==> src/rtl/id_ex_pipeline_reg_pkg.sv <==
// Shared pipeline definitions: register-index width, control-bundle layout,
// the NOP encoding and the ID/EX FSM state codes.
package id_ex_pipeline_reg_pkg;

  localparam int REG_IDX_W = 5;
  localparam int CTRL_W    = 8;

  // Control bundle bit positions, MSB first: reg_write .. wb_sel[1:0]
  localparam int CTRL_REG_WRITE = 7;
  localparam int CTRL_MEM_READ  = 6;
  localparam int CTRL_MEM_WRITE = 5;
  localparam int CTRL_BRANCH    = 4;
  localparam int CTRL_JUMP      = 3;
  localparam int CTRL_ALU_SRC   = 2;
  localparam int CTRL_WB_SEL_HI = 1;
  localparam int CTRL_WB_SEL_LO = 0;

  localparam logic [CTRL_W-1:0]    CTRL_NOP = '0;
  localparam logic [REG_IDX_W-1:0] REG_ZERO = '0;

  localparam logic [0:0] ST_RUN   = 1'b0;
  localparam logic [0:0] ST_STALL = 1'b1;

  typedef struct packed {
    logic       reg_write;
    logic       mem_read;
    logic       mem_write;
    logic       branch;
    logic       jump;
    logic       alu_src;
    logic [1:0] wb_sel;
  } ctrl_t;

endpackage

==> src/rtl/id_ex_pipeline_reg_wb_forward_latch.sv <==
// Per-operand pending-forward flag: captured on the RUN->STALL bubble,
// consumed on the STALL cycle, where the operand is replaced by wb_data.
module wb_forward_latch #(
  parameter int DATA_WIDTH = 32
) (
  input  logic                  clk,
  input  logic                  reset,
  input  logic                  capture_i,
  input  logic                  fwd_en_i,
  input  logic                  clear_i,
  input  logic [DATA_WIDTH-1:0] id_data_i,
  input  logic [DATA_WIDTH-1:0] wb_data_i,
  output logic                  pend_o,
  output logic [DATA_WIDTH-1:0] data_o
);

  logic pend_q;
  logic pend_d;

  always_comb begin
    pend_d = pend_q;
    if (capture_i) begin
      pend_d = fwd_en_i;
    end else if (clear_i) begin
      pend_d = 1'b0;
    end
  end

  always_ff @(posedge clk) begin
    if (reset) begin
      pend_q <= 1'b0;
    end else begin
      pend_q <= pend_d;
    end
  end

  assign pend_o = pend_q;
  assign data_o = pend_q ? wb_data_i : id_data_i;

endmodule

==> src/rtl/id_ex_pipeline_reg.sv <==
// ID/EX pipeline register with one-cycle load-use bubble, WB forwarding on
// the replay cycle, flush-to-NOP and saturating bubble/flush event counters.
module id_ex_pipeline_reg
  import id_ex_pipeline_reg_pkg::*;
#(
  parameter int DATA_WIDTH = 32,
  parameter int CNT_WIDTH  = 16
) (
  input  logic                  clk,
  input  logic                  reset,
  input  logic                  enable_bubble,
  input  logic                  enable_rs1_forward_from_wb,
  input  logic                  enable_rs2_forward_from_wb,
  input  logic                  flush,
  input  logic [DATA_WIDTH-1:0] wb_data,
  input  logic [DATA_WIDTH-1:0] id_pc,
  input  logic [DATA_WIDTH-1:0] id_rs1_data,
  input  logic [DATA_WIDTH-1:0] id_rs2_data,
  input  logic [DATA_WIDTH-1:0] id_imm,
  input  logic [REG_IDX_W-1:0]  id_rs1,
  input  logic [REG_IDX_W-1:0]  id_rs2,
  input  logic [REG_IDX_W-1:0]  id_rd,
  input  logic [CTRL_W-1:0]     id_ctrl,
  output logic [DATA_WIDTH-1:0] ex_pc,
  output logic [DATA_WIDTH-1:0] ex_rs1_data,
  output logic [DATA_WIDTH-1:0] ex_rs2_data,
  output logic [DATA_WIDTH-1:0] ex_imm,
  output logic [REG_IDX_W-1:0]  ex_rs1,
  output logic [REG_IDX_W-1:0]  ex_rs2,
  output logic [REG_IDX_W-1:0]  ex_rd,
  output logic [CTRL_W-1:0]     ex_ctrl,
  output logic                  pc_write_en,
  output logic                  ifid_write_en,
  output logic [CNT_WIDTH-1:0]  bubble_count,
  output logic [CNT_WIDTH-1:0]  flush_count,
  output logic [0:0]            dbg_state_o,
  output logic [1:0]            dbg_pend_o
);

  localparam logic [CNT_WIDTH-1:0] CNT_ONE = CNT_WIDTH'(1);

  logic [0:0]            state_q, state_d;
  logic [DATA_WIDTH-1:0] pc_q, pc_d, rs1_data_q, rs1_data_d, rs2_data_q, rs2_data_d, imm_q, imm_d;
  logic [REG_IDX_W-1:0]  rs1_q, rs1_d, rs2_q, rs2_d, rd_q, rd_d;
  logic [CTRL_W-1:0]     ctrl_q, ctrl_d;
  logic [CNT_WIDTH-1:0]  bubble_cnt_q, bubble_cnt_d, flush_cnt_q, flush_cnt_d;

  logic                  in_stall;
  logic                  take_bubble;
  logic                  load_nop;
  logic                  rs1_pend, rs2_pend;
  logic [DATA_WIDTH-1:0] rs1_sel, rs2_sel;

  assign in_stall    = (state_q == ST_STALL);
  // A bubble can only start from RUN; a flush always wins over it.
  assign take_bubble = !in_stall && enable_bubble && !flush;
  assign load_nop    = flush || take_bubble;

  wb_forward_latch #(.DATA_WIDTH(DATA_WIDTH)) u_rs1_fwd (
    .clk       (clk),
    .reset     (reset),
    .capture_i (take_bubble),
    .fwd_en_i  (enable_rs1_forward_from_wb),
    .clear_i   (in_stall),
    .id_data_i (id_rs1_data),
    .wb_data_i (wb_data),
    .pend_o    (rs1_pend),
    .data_o    (rs1_sel)
  );

  wb_forward_latch #(.DATA_WIDTH(DATA_WIDTH)) u_rs2_fwd (
    .clk       (clk),
    .reset     (reset),
    .capture_i (take_bubble),
    .fwd_en_i  (enable_rs2_forward_from_wb),
    .clear_i   (in_stall),
    .id_data_i (id_rs2_data),
    .wb_data_i (wb_data),
    .pend_o    (rs2_pend),
    .data_o    (rs2_sel)
  );

  always_comb begin
    state_d      = take_bubble ? ST_STALL : ST_RUN;
    pc_d         = id_pc;
    rs1_data_d   = rs1_sel;
    rs2_data_d   = rs2_sel;
    imm_d        = id_imm;
    rs1_d        = id_rs1;
    rs2_d        = id_rs2;
    rd_d         = id_rd;
    ctrl_d       = id_ctrl;
    bubble_cnt_d = bubble_cnt_q;
    flush_cnt_d  = flush_cnt_q;
    if (load_nop) begin
      pc_d       = '0;
      rs1_data_d = '0;
      rs2_data_d = '0;
      imm_d      = '0;
      rs1_d      = REG_ZERO;
      rs2_d      = REG_ZERO;
      rd_d       = REG_ZERO;
      ctrl_d     = CTRL_NOP;
    end
    if (take_bubble && (bubble_cnt_q != '1)) begin
      bubble_cnt_d = bubble_cnt_q + CNT_ONE;
    end
    if (flush && (flush_cnt_q != '1)) begin
      flush_cnt_d = flush_cnt_q + CNT_ONE;
    end
  end

  always_ff @(posedge clk) begin
    if (reset) begin
      state_q      <= ST_RUN;
      pc_q         <= '0;
      rs1_data_q   <= '0;
      rs2_data_q   <= '0;
      imm_q        <= '0;
      rs1_q        <= REG_ZERO;
      rs2_q        <= REG_ZERO;
      rd_q         <= REG_ZERO;
      ctrl_q       <= CTRL_NOP;
      bubble_cnt_q <= '0;
      flush_cnt_q  <= '0;
    end else begin
      state_q      <= state_d;
      pc_q         <= pc_d;
      rs1_data_q   <= rs1_data_d;
      rs2_data_q   <= rs2_data_d;
      imm_q        <= imm_d;
      rs1_q        <= rs1_d;
      rs2_q        <= rs2_d;
      rd_q         <= rd_d;
      ctrl_q       <= ctrl_d;
      bubble_cnt_q <= bubble_cnt_d;
      flush_cnt_q  <= flush_cnt_d;
    end
  end

  // Hold IF and ID only while the bubble is being inserted.
  assign pc_write_en   = reset || !take_bubble;
  assign ifid_write_en = reset || !take_bubble;

  assign ex_pc         = pc_q;
  assign ex_rs1_data   = rs1_data_q;
  assign ex_rs2_data   = rs2_data_q;
  assign ex_imm        = imm_q;
  assign ex_rs1        = rs1_q;
  assign ex_rs2        = rs2_q;
  assign ex_rd         = rd_q;
  assign ex_ctrl       = ctrl_q;
  assign bubble_count  = bubble_cnt_q;
  assign flush_count   = flush_cnt_q;
  assign dbg_state_o   = state_q;
  assign dbg_pend_o    = {rs2_pend, rs1_pend};

endmodule
==> config.mk <==
export PLATFORM = sky130hd
export DESIGN_NAME = id_ex_pipeline_reg
export DESIGN_NICKNAME = d
export VERILOG_FILES = /design/src/rtl/id_ex_pipeline_reg_pkg.sv /design/src/rtl/id_ex_pipeline_reg_wb_forward_latch.sv /design/src/rtl/id_ex_pipeline_reg.sv
export SDC_FILE = /design/constraint.sdc
export NUM_CORES = 1
export LEC_CHECK = 0
export CAP_MARGIN = 0
export CORE_AREA = 2 2 146 148
export CTS_BUF_LIST = sky130_fd_sc_hd__clkbuf_16
export CTS_CLUSTER_SIZE = 14
export DETAILED_ROUTE_END_ITERATION = 16
export DIE_AREA = 0 0 148 150
export GPL_ROUTABILITY_DRIVEN = 1
export PLACE_DENSITY_LB_ADDON = 0.2
export SETUP_SLACK_MARGIN = 0.3
export SLEW_MARGIN = 15
export SYNTH_ARGS = -nofsm -noshare
export SYNTH_HDL_FRONTEND = slang
export SYNTH_SLANG_ARGS = --single-unit
export TNS_END_PERCENT = 5
==> constraint.sdc <==
create_clock -name clk -period 3.2 [get_ports clk]
set_clock_uncertainty 0.15 [all_clocks]
set_input_delay 0.48 -clock clk [delete_from_list [all_inputs] [get_ports clk]]
set_output_delay 0.48 -clock clk [all_outputs]
set_load 0.02 [all_outputs]
## Word-level counts from Yosys, hierarchy flattened

Cells that the tools add are included.

| operators by class | value |
|---|---|
| div/mod/pow operators | 0 |
| equality and inequality tests | 2 |
| bitwise logic cells | 0 |
| $add $sub $neg | 2 |
| $lt $le $gt $ge | 0 |
| multiplexer cells | 6 |
| reductions and logical operators | 11 |
| shift operators | 0 |
| multipliers | 0 |

Operators with widths:

| cell | count |
|---|---|
| $mux W32 | 2 |
| $add A16 B1 Y16 const B | 2 |
| $ne A16 B16 Y1 const B | 2 |
| $logic_and A1 B1 Y1 | 4 |
| $mux W1 | 4 |
| $logic_not A1 Y1 | 3 |
| $logic_or A1 B1 Y1 | 2 |
| $reduce_bool A2 Y1 | 1 |
| $reduce_or A2 Y1 | 1 |

| word-level totals | value |
|---|---|
| logic and storage cells | 34 |
| RAM bits | 0 |
| bits in latches | 0 |
| memories kept | 0 |
| input bits | 189 |
| register bits after elaboration | 186 |
| output and inout bits | 188 |
| bits in read-only memories | 0 |

## Depth between registers and ports, before layout

Gate-level depths: netlist of run 1.

| logic depth | value |
|---|---|
| depth after elaboration | 5 |
| gate-level depth with buffers | 7 |
| mapped depth without buffers | 5 |

## By module

Synthesis of run 1 repeated with hierarchy kept, for this count alone.

| unflattened totals | value |
|---|---|
| cells, all modules | 601 |
| area total of the unflattened synthesis | 6,650.1 µm² |

Modules (own cells, without submodules):

| module | instances | cells an instance | area each (µm²) | sequential area each (µm²) |
|---|---|---|---|---|
| id_ex_pipeline_reg | 1 | 521 | 5,786.8 | 3,683.5 |
| wb_forward_latch | 2 | 40 | 431.7 | 20.0 |

## Worst setup path after synthesis of run 1

Ideal clock, no wire load.

| path | value |
|---|---|
| kind | flip-flop to flip-flop |
| start | register flush_cnt_q[0] (netlist: flush_count[0]) |
| end | register flush_cnt_q[14] (netlist: flush_count[14]) |
| period minus slack after synthesis | 2,071 ps |
| path slack | 1,129 ps |
| required time | 2,980 ps |
| data arrival time | 1,850 ps |
| library setup time | 70 ps |
| path buffers | 0 |
| cell stages (with the launch flop) | 6 |
| path through | dfxtp_1 > ha_1 > nand4_4 > or2_2 > or4_1 > a21oi_1 |

| between the ends | value |
|---|---|
| word-level cells in the longest chain between the ends | 2 |
| elaborated cells between the ends (all ways) | 3 |
| classes of those cells | add/sub: 1; eq/ne: 1; reduce/logical: 1 |

RTL lines:

| what | RTL line | source |
|---|---|---|
| from (decl) | id_ex_pipeline_reg.sv:46 | `logic [CNT_WIDTH-1:0] bubble_cnt_q, bubble_cnt_d, flush_cnt_q, flush_cnt_d;` |
| from (signal assigned) | id_ex_pipeline_reg.sv:137 | `flush_cnt_q <= flush_cnt_d;` |
| parallel branches: the longest is 2 deep, another holds $add A16 B1 Y16 | - |  |

Several ways; the timed one is not identified.
A chain may end at the register's enable or synchronous reset.

## Worst setup path in the final report of run 1

| path | value |
|---|---|
| start | input enable_bubble |
| end | output ifid_write_en |

| between the ends | value |
|---|---|
| word-level cells in the longest chain between the ends | 4 |

RTL lines:

| what | RTL line | source |
|---|---|---|
| from (decl) | id_ex_pipeline_reg.sv:11 | `input logic enable_bubble,` |
| $logic_and A1 B1 Y1 (2 in a row) | id_ex_pipeline_reg.sv:56 | `assign take_bubble = !in_stall && enable_bubble && !flush;` |
| $logic_not A1 Y1 | id_ex_pipeline_reg.sv:143 | `assign ifid_write_en = reset \|\| !take_bubble;` |
| $logic_or A1 B1 Y1 | id_ex_pipeline_reg.sv:143 |  |
| to (decl) | id_ex_pipeline_reg.sv:33 | `output logic ifid_write_en,` |

Every way passes these cells.

==> results of run 1 <==
==> critical path: stages <==
cell	delay [ns]
clkdlybuf4s50_1	0.48
or3b_1	0.38
nor2_1	0.14
inv_1	0.10
clkdlybuf4s50_1	0.61
==> cell type report <==
cell class / count / area (sq um) / area share
multi-input combinational: 386 / 2500 / 0.226
clock buffer: 17 / 425 / 0.0385
timing repair buffer: 386 / 3850 / 0.349
antenna: 2 / 5.00 / 0.000453
sequential: 186 / 3730 / 0.337
tap: 275 / 344 / 0.0312
clock inverter: 15 / 180 / 0.0163
inverter: 4 / 15.0 / 0.00136
==> report_power, final <==
group	internal [uW]	total [uW]	switching, uW
Combinational	376	622	246
Sequential	2380	2400	22.0
Clock	1120	2140	1020
==> synth_stat cells <==
| cell | count | area share |
|---|---|---|
| clkbuf_1 | 22 | 0.013 |
| ha_1 | 2 | 0.0039 |
| or3b_2 | 1 | 0.0014 |
| dfxtp_1 | 186 | 0.58 |
| or3_1 | 13 | 0.013 |
| nand4_4 | 1 | 0.0033 |
| or4_1 | 8 | 0.0094 |
| and4_1 | 3 | 0.0041 |
| nand2b_1 | 2 | 0.0020 |
| or4bb_1 | 1 | 0.0018 |
| nor2_1 | 78 | 0.046 |
| and3_1 | 3 | 0.0029 |
| and2_1 | 88 | 0.086 |
| nor3b_1 | 1 | 0.0012 |
| o41ai_1 | 1 | 0.0014 |
| or2_2 | 2 | 0.0020 |
| o31ai_1 | 11 | 0.013 |
| nor3_1 | 6 | 0.0047 |
| o21ai_0 | 9 | 0.0071 |
| mux2i_1 | 67 | 0.11 |
| and2b_1 | 1 | 0.0012 |
| nor4_1 | 7 | 0.0069 |
| or2_0 | 1 | 0.00098 |
| buf_4 | 4 | 0.0047 |
| a21oi_1 | 25 | 0.020 |
| nand4_1 | 13 | 0.013 |
| buf_1 | 6 | 0.0035 |
| nand3b_1 | 3 | 0.0035 |
| nor2b_1 | 6 | 0.0059 |
| nand3_1 | 6 | 0.0047 |
| mux2_2 | 6 | 0.011 |
| clkbuf_2 | 1 | 0.00078 |
| buf_2 | 4 | 0.0031 |
| nand2_1 | 18 | 0.011 |
| nor4_2 | 1 | 0.0020 |
| o31a_1 | 1 | 0.0014 |
| or3b_1 | 1 | 0.0014 |
| inv_1 | 4 | 0.0024 |
==> registers in the layout (all words and copies together), names as in the netlist, 5 cells and up <==
name          cells
ex_rs1            5
ex_rd             5
bubble_count     16
ex_imm           32
ex_pc            32
ex_rs1_data      32
flush_count      16
ex_rs2            5
ex_ctrl           8
ex_rs2_data      32
==> through the flow <==
step | worst slack (ns) | utilization | cells | power (uW)
6_report | 0.381 | 0.534 | 1271 | 5160
2_1_floorplan | 1.13 | - | 613 | 2670
4_1_cts | 0.374 | 0.534 | 1269 | 5230
3_5_place_dp | 0.379 | 0.504 | 1237 | 3080
5_1_grt | 0.308 | 0.534 | 1269 | 5380
3_3_place_gp | 0.401 | 0.504 | 1237 | 3080
==> cells in the final DEF, fill, tap and decap left out, types with 4 or more instances in the layout <==
| master | count |
|---|---|
| nor2_1 | 78 |
| or3_1 | 12 |
| dfxtp_1 | 184 |
| a21oi_1 | 25 |
| nand4_1 | 13 |
| nor2b_1 | 6 |
| and2_1 | 88 |
| clkbuf_16 | 17 |
| nor4_1 | 6 |
| o31ai_1 | 11 |
| buf_4 | 9 |
| nor3_1 | 5 |
| mux2_2 | 6 |
| or4_1 | 8 |
| o21ai_0 | 9 |
| inv_1 | 4 |
| nand3_1 | 6 |
| nand2_1 | 18 |
| mux2i_1 | 67 |
| clkdlybuf4s50_1 | 376 |
| inv_6 | 4 |
==> worst max path at each step <==
stage	slack, ns	end	cells past startpoint
3_3_place_gp	0.40	ifid_write_en	5
3_5_place_dp	0.38	ifid_write_en	5
4_1_cts	0.37	ifid_write_en	5
2_1_floorplan	1.13	flush_count[14]	5
6_report	0.38	ifid_write_en	5
5_1_grt	0.31	ifid_write_en	5
==> layer usage <==
layer	global-route usage	vias to the layer above
li1	-	2812
met1	0.201	2586
met2	0.319	252
met3	0.0823	19
met4	0.0600	0
met5	0	-
==> cell families after synthesis <==
logic type,share of synthesized area
compound gates,0.0423
fa+ha+maj,0.00392
buf+inv,0.0274
flops,0.583
mux,0.116
simple gates,0.227
==> summary.txt, run 1 <==
Drt
  • DRT iter0 DRCs: 257
  • Final wirelength: 21300 microns
  • Routed Antenna Nets: 0
  • # DRC: 0
  • Top sig layer: met4
  • WL met1: 8210 microns
  • Met3 routed WL: 2240 microns
  • 1st-pass router iterations: 4
  • Vias per inst: 4.46
  • Routed WL per cell: 16.7 microns
  • Met2 wire length: 10500 microns
  • Via count: 5669

Run
  • Max Cap Viol: 0

Floorplanning
  • Site Rows: 53
  • Starting density of the core: 0.309
  • Die X: 148 microns
  • Die area: 22200 sq um
  • CORE AREA: 20700 sq um
  • Ports: 377
  • Die Ht: 150 microns

Power and ir drop
  • Worst vdd ir: 392 uV
  • Reported leakage power: 0.00400 uW
  • Pwr Density: 467 nW/um^2

Timing
  • Max Slew Vio Count: 0
  • Final Hold Fails: 0
  • Crit share post-route: 0.881
  • Hold slack: 0.370 ns
  • RSZ-0062 raised after global routing: no
  • Tmin final: 2.82 ns
  • Setup TNS: 0 ns
  • Slew of the pin with the lowest slew margin: 0.767 ns
  • Max Freq: 355 MHz
  • Final setup vio count: 0
  • Slew headroom: 0.485

Worst setup path
  • Setup crit start: enable_bubble
  • R2r startpoint: flush_count[4]
  • WP data arrival: 2.19 ns
  • CP Max Fanout: 3
  • CP Class: in -> out
  • CP Capture Type: output pin
  • Register-to-Register Path Depth: 5
  • Terminus of the critical flop-to-flop path: flush_count[9]
  • CP Launch Type: input port
  • Worst EP required: 2.57 ns
  • Reg2Reg Setup Slack: 0.87 ns

Clocking
  • H-Tree Depth: 4
  • CTS clk-pin slew, worst paths: 0.07 ns
  • Clock Tree Root: clkbuf_16
  • Hold buffers post-CTS: 0
  • Clock latency on the worst-skew pair: 0.43 ns
  • # Post-CTS Setup Buffers: 0
  • CTS sink cnt: 186
  • CTS tree: yes
  • Bufs on Longest Clock Path: 2
  • Num CTS Buffers: 17
  • CTS resizes: 0

Global route
  • Largest net degree at the start of global routing: 88
  • Vias in the first global route: 5460
  • First-pass GRT wire length: 30900 microns
  • Gr usage total: 0.184
  • Initial antenna violation count: 1
  • Congestion Overflow GR: 0

Synth
  • Yosys reg bits: 186
  • Seq/Total Area, Yosys: 0.583
  • Mean post-synth cell area: 10.4 sq um
  • Distinct cells, synth: 38
  • Synthesized net count: 804
  • Synth warnings: 0
  • Mapped cell area: 6380 sq um
  • Synth Instances: 613

Place
  • RePlAce Congestion: 0.748
  • Port bufs: 376
  • Post-DP Area: 10400 sq um
  • Hpwl dp: 16000 microns

Finish
  • Area growth from synthesis to layout: 73.0%
  • Final Cell Area: 11000 sq um
  • Final net count: 1172
  • Share of cells above drive strength 1: 0.0584
  • Layout filler cell count: 1908

Worst hold path
  • Worst hold path class: reg -> reg
  • WHS Endpoint: flush_count[15]
  • Worst Hold Path Cells: 2
  • Hold Path Origin: flush_count[15]

Run status
  • Status: complete, no violations
Power figures use the tool's default switching activity.
==> run 2: changes to the inputs <==
--- a/constraint.sdc
+++ b/constraint.sdc
@@ -3,3 +3,3 @@
 set_input_delay 0.48 -clock clk [delete_from_list [all_inputs] [get_ports clk]]
 set_output_delay 0.48 -clock clk [all_outputs]
-set_load 0.02 [all_outputs]
+set_load 0.1 [all_outputs]
==> run 2 against run 1 <==
Sequential cell count unchanged. Maximum frequency is 10% higher. Die area unchanged. Global-route usage down 0.26 points. Count of clock-buffer cells in the layout is the same. Combinational power up 59%. Register-to-register slack better by 0.11 ns. Worst hold slack better by 0.0031 ns. Critical path depth grew 1.
==> summary.txt, run 2 (same netlist as run 1, synthesis figures left out) <==
Power and ir drop
  • Worst vdd ir: 316 uV
  • Clock network fraction of total power: 0.377
  • Net Sw Frac: 0.309
  • Pwr Density: 516 nW/um^2
  • Combinational fraction of design power: 0.181
  • Switch Pwr: 1690 uW
  • Reported leakage power: 0.00438 uW
  • Part of the power in registers: 0.442
  • Internal power: 3780 uW
  • Total power: 5460 uW

Timing
  • Max Slew Vio Count: 0
  • Slew of the pin with the lowest slew margin: 0.704 ns
  • Final Hold Fails: 0
  • Slew headroom: 0.531
  • Post-route setup slack: 0.646 ns
  • Final setup vio count: 0
  • Tmin final: 2.55 ns
  • Max Freq: 392 MHz
  • RSZ-0062 raised after global routing: no
  • Crit share post-route: 0.798
  • Setup TNS: 0 ns

Global route
  • Largest net degree at the start of global routing: 88
  • Vias in the first global route: 5431
  • Gr usage total: 0.181
  • Initial antenna violation count: 1
  • Congestion Overflow GR: 0
  • First-pass GRT wire length: 30800 microns

Drt
  • DRT iter0 DRCs: 272
  • # DRC: 0
  • Final wirelength: 20900 microns
  • Vias per inst: 4.46
  • Routed WL per cell: 16.4 microns
  • Via count: 5669
  • Routed Antenna Nets: 0
  • 1st-pass router iterations: 4

Finish
  • Most frequent cells in the layout: buf_4, clkdlybuf4s50_1, dfxtp_1
  • Area of the multi-input gates: 2500 sq um
  • Layout filler cell count: 1954
  • Final Util: 0.511
  • Share of cells above drive strength 1: 0.248
  • Final net count: 1173
  • Commonest non-fill, non-tap cell in the layout: buf_4
  • Area growth from synthesis to layout: 65.7%
  • Storage cell area: 3730 sq um
  • Final Cell Area: 10600 sq um

Clocking
  • Hold buffers post-CTS: 0
  • Bufs on Longest Clock Path: 2
  • CTS clk-pin slew, worst paths: 0.08 ns
  • H-Tree Depth: 4
  • # Post-CTS Setup Buffers: 0
  • CTS sink cnt: 186
  • Num CTS Buffers: 17
  • Clock latency on the worst-skew pair: 0.43 ns
  • CTS tree: yes
  • Clock Tree Root: clkbuf_16
  • CTS resizes: 0

Floorplanning
  • Ports: 377
  • Die area: 22200 sq um
  • Die Ht: 150 microns
  • Die X: 148 microns
  • Site Rows: 53
  • CORE AREA: 20700 sq um
  • Starting density of the core: 0.309

Worst hold path
  • Worst hold path class: reg -> reg

Worst setup path
  • Worst EP required: 2.57 ns
  • WP data arrival: 1.92 ns
  • CP Max Fanout: 10
  • Slowest cell on crit path: clkdlybuf4s50_1
  • CP Capture Type: output pin
  • Critical-path cell list: clkdlybuf4s50_1 -> or3b_1 -> buf_4 -> nor2_1 -> inv_1 -> buf_12
  • CP Launch Type: input port
  • Crit-path max cell delay: 0.48 ns
  • CP Class: in -> out

Run status
  • Status: complete, no violations

Place
  • DP Worst Slack: 0.536 ns
  • Hpwl dp: 15800 microns
  • RePlAce Congestion: 0.789
  • Port bufs: 376
  • Post-DP Area: 10000 sq um

Run
  • Max Cap Viol: 0
## run 2: cell types whose count changed in the layout (fill, tap and decap cells not counted), moves of 2 or more
cell	delta
clkinv_4	+2
buf_4	+187
clkinvlp_4	-2
buf_12	+2
inv_6	-2
clkdlybuf4s50_1	-188
## run 2: path summary, 6_finish.rpt
kind	slack (ns)	to	cells past startpoint	start
worst max register to register	0.98	flush_count[9]	5	flush_count[4]
worst max-delay path	0.65	pc_write_en	6	enable_bubble
worst min-delay path	0.37	flush_count[15]	2	flush_count[15]
worst min register to register	0.37	flush_count[15]	2	flush_count[15]
## run 2: layer usage
layer,GRT usage,wire (microns),vias to the layer above
met5,0,0,-
li1,-,-,2816
met3,0.0701,1940,29
met2,0.304,10300,246
met4,0.0752,475,0
met1,0.208,8170,2578
## run 2: stage by stage
stage | hold WS [ns] | instances
after CTS | 0.376 | 1270
final | 0.373 | 1271
after global placement | 0.349 | 1238
after global routing | 0.399 | 1271
after floorplan | 0.452 | 613
after detailed placement | 0.362 | 1238
## run 2: area by class of cell
| type | instances | area share |
|---|---|---|
| sequential | 186 | 0.352 |
| clock buffer | 17 | 0.0402 |
| inverter | 4 | 0.00142 |
| tap | 275 | 0.0325 |
| multi-input combinational | 386 | 0.236 |
| antenna | 1 | 0.000237 |
| clock inverter | 15 | 0.0147 |
| timing repair buffer | 387 | 0.323 |
## run 2: critical path, delay by kind of cell
| family | cells | cell delay, ns |
|---|---|---|
| buffers and inverters | 4 | 0.95 |
| AND/OR/NAND/NOR | 2 | 0.49 |
## run 2: power by group through the flow
stage	Sequential (uW)	Clock, uW	Combinational, uW
after floorplan	2920	0	151
after global placement	2470	0	994
after detailed placement	2470	0	995
after CTS	2410	2130	997
after global routing	2420	2230	1030
final	2410	2060	989
==> run 3: changes to the inputs <==
CORE_AREA = 2 2 145 147   (was 2 2 146 148)
DIE_AREA = 0 0 147 149   (was 0 0 148 150)
clock period = 2.6 ns   (was 3.2 ns; I/O delays follow)
==> run 3 against run 2 <==
Cell count increased by 0.55%. First-iteration DRC count decreased by 22%. Critical path depth shrank 1. Count of clock-buffer cells in the layout unchanged.
==> summary.txt, run 3 (same netlist as run 1, synthesis figures left out) <==
Run status
  • Status: complete, no violations

Timing
  • Tmin final: 2.31 ns
  • Slew headroom: 0.668
  • Max Slew Vio Count: 0
  • RSZ-0062 raised after global routing: yes
  • Setup TNS: 0 ns
  • Max Freq: 434 MHz
  • Final setup vio count: 0
  • Post-route setup slack: 0.294 ns
  • Slew of the pin with the lowest slew margin: 0.498 ns
  • Final Hold Fails: 0
  • Hold slack: 0.355 ns
  • Crit share post-route: 0.887

Worst setup path
  • CP Launch Type: flip-flop
  • Slowest cell on crit path: or3b_4
  • Worst path top cell family by delay: simple AND/OR/NAND/NOR gates
  • Worst EP required: 2.06 ns
  • CP Capture Type: output pin
  • Bufs and invs on worst path: 3
  • Register-to-Register Path Depth: 5
  • CP Class: reg -> out
  • Setup crit start: dbg_state_o
  • Terminus of the critical flop-to-flop path: bubble_count[14]
  • Critical-path cell list: or3b_4 -> buf_6 -> nor2_4 -> clkinvlp_4 -> buf_12
  • R2r startpoint: dbg_state_o
  • Crit-path max cell delay: 0.41 ns
  • CP Max Fanout: 2
  • WP data arrival: 1.77 ns
  • Reg2Reg Setup Slack: 0.50 ns

Floorplanning
  • Ports: 377
  • CORE AREA: 20600 sq um
  • Starting density of the core: 0.311
  • Die Ht: 149 microns
  • Die area: 21900 sq um
  • Site Rows: 53
  • Die X: 147 microns

Drt
  • 1st-pass router iterations: 4
  • Routed WL per cell: 16.4 microns
  • Final wirelength: 20900 microns
  • Via count: 5656
  • Vias per inst: 4.43
  • DRT iter0 DRCs: 211
  • Routed Antenna Nets: 0
  • # DRC: 0

Clocking
  • Num CTS Buffers: 17
  • Bufs on Longest Clock Path: 2
  • CTS sink cnt: 186
  • CTS tree: yes
  • Clock Tree Root: clkbuf_16
  • Clock latency on the worst-skew pair: 0.43 ns
  • H-Tree Depth: 4
  • CTS clk-pin slew, worst paths: 0.08 ns
  • Hold buffers post-CTS: 0

Place
  • Hpwl dp: 16000 microns
  • DP Worst Slack: 0.0392 ns
  • Placed Instances: 1242
  • Port bufs: 376
  • RePlAce Congestion: 0.807

Global route
  • Vias in the first global route: 5398
  • First-pass GRT wire length: 31200 microns
  • Congestion Overflow GR: 0
  • Initial antenna violation count: 2
  • Gr usage total: 0.186
  • Largest net degree at the start of global routing: 87

Finish
  • Final net count: 1180
  • Layout filler cell count: 1907
  • Most frequent cells in the layout: buf_4, clkdlybuf4s50_1, dfxtp_1
  • Area growth from synthesis to layout: 67.9%
  • Non-Filler Instances: 1278
  • Commonest non-fill, non-tap cell in the layout: buf_4
  • Share of cells above drive strength 1: 0.283

Worst hold path
  • Hold Path Origin: id_ctrl[0]
  • Worst hold path class: in -> reg
  • Worst Hold Path Cells: 2
  • WHS Endpoint: ex_ctrl[0]

Power and ir drop
  • Reported leakage power: 0.00443 uW
  • Worst vdd ir: 400 uV
  • Pwr Density: 629 nW/um^2

Run
  • Max Cap Viol: 0
-- run 3: changes by cell type in the layout (fill, tap and decap cells not counted), sizes merged --
cell,delta
dlygate4sd2,+2
clkinv,-6
inv,+2
clkinvlp,+4
buf,+7
clkdlybuf4s50,-2
-- run 3: through the flow --
stage	power (uW)	instance area, sq um	utilization
final	6740	10700	0.521
after global routing	7020	10700	0.521
after CTS	6830	10700	0.521
after detailed placement	4260	10100	0.492
after global placement	4260	10100	0.492
after floorplan	3780	6450	-
-- run 3: power breakdown --
part	leakage, uW	internal [uW]	switching (uW)
Sequential	0.00153	2920	36.8
Combinational	0.00262	444	786
Clock	0.000275	1290	1260
Total	0.00443	4660	2080
-- run 3: worst max-delay path by stage --
stage | to | slack (ns) | depth (start not counted)
after global placement | bubble_count[14] | 0.09 | 5
after floorplan | pc_write_en | 0.15 | 5
after global routing | pc_write_en | 0.23 | 5
after CTS | pc_write_en | 0.26 | 5
final | pc_write_en | 0.29 | 5
after detailed placement | bubble_count[14] | 0.04 | 5
-- run 3: cell type report --
cell class | instances | area [sq um] | area share
Sequential cell | 186 | 3770 | 0.352
Multi-Input combinational cell | 386 | 2510 | 0.234
Antenna cell | 1 | 2.50 | 0.000233
Timing Repair Buffer | 394 | 3490 | 0.326
Clock buffer | 17 | 425 | 0.0397
Tap cell | 275 | 344 | 0.0321
Inverter | 4 | 18.8 | 0.00175
Clock inverter | 15 | 155 | 0.0145
-- run 3: routing by layer --
metal  part of all wire  wire length (microns)  vias up  GRT usage
met4              0.019                    389        0     0.0625
li1                   -                      -     2829          -
met2               0.48                  10100      241      0.311
met3              0.097                   2020       23     0.0789
met1               0.40                   8390     2563      0.217
met5                  0                      0        -          0
-- run 3: repair_timing --
item	CTS	global route
pin swaps	2	2
setup endpoints to repair	2	2
resized for setup	4	0
gates cloned	0	0
buffers inserted	3	0
-- run 3: worst register-to-register path, cell delays in order, from the launching register on --
cell and delay (ns):
dfxtp_4 0.35, or3b_4 0.41, buf_4 0.15, or2_0 0.26, nor4_1 0.31, mux2_2 0.37
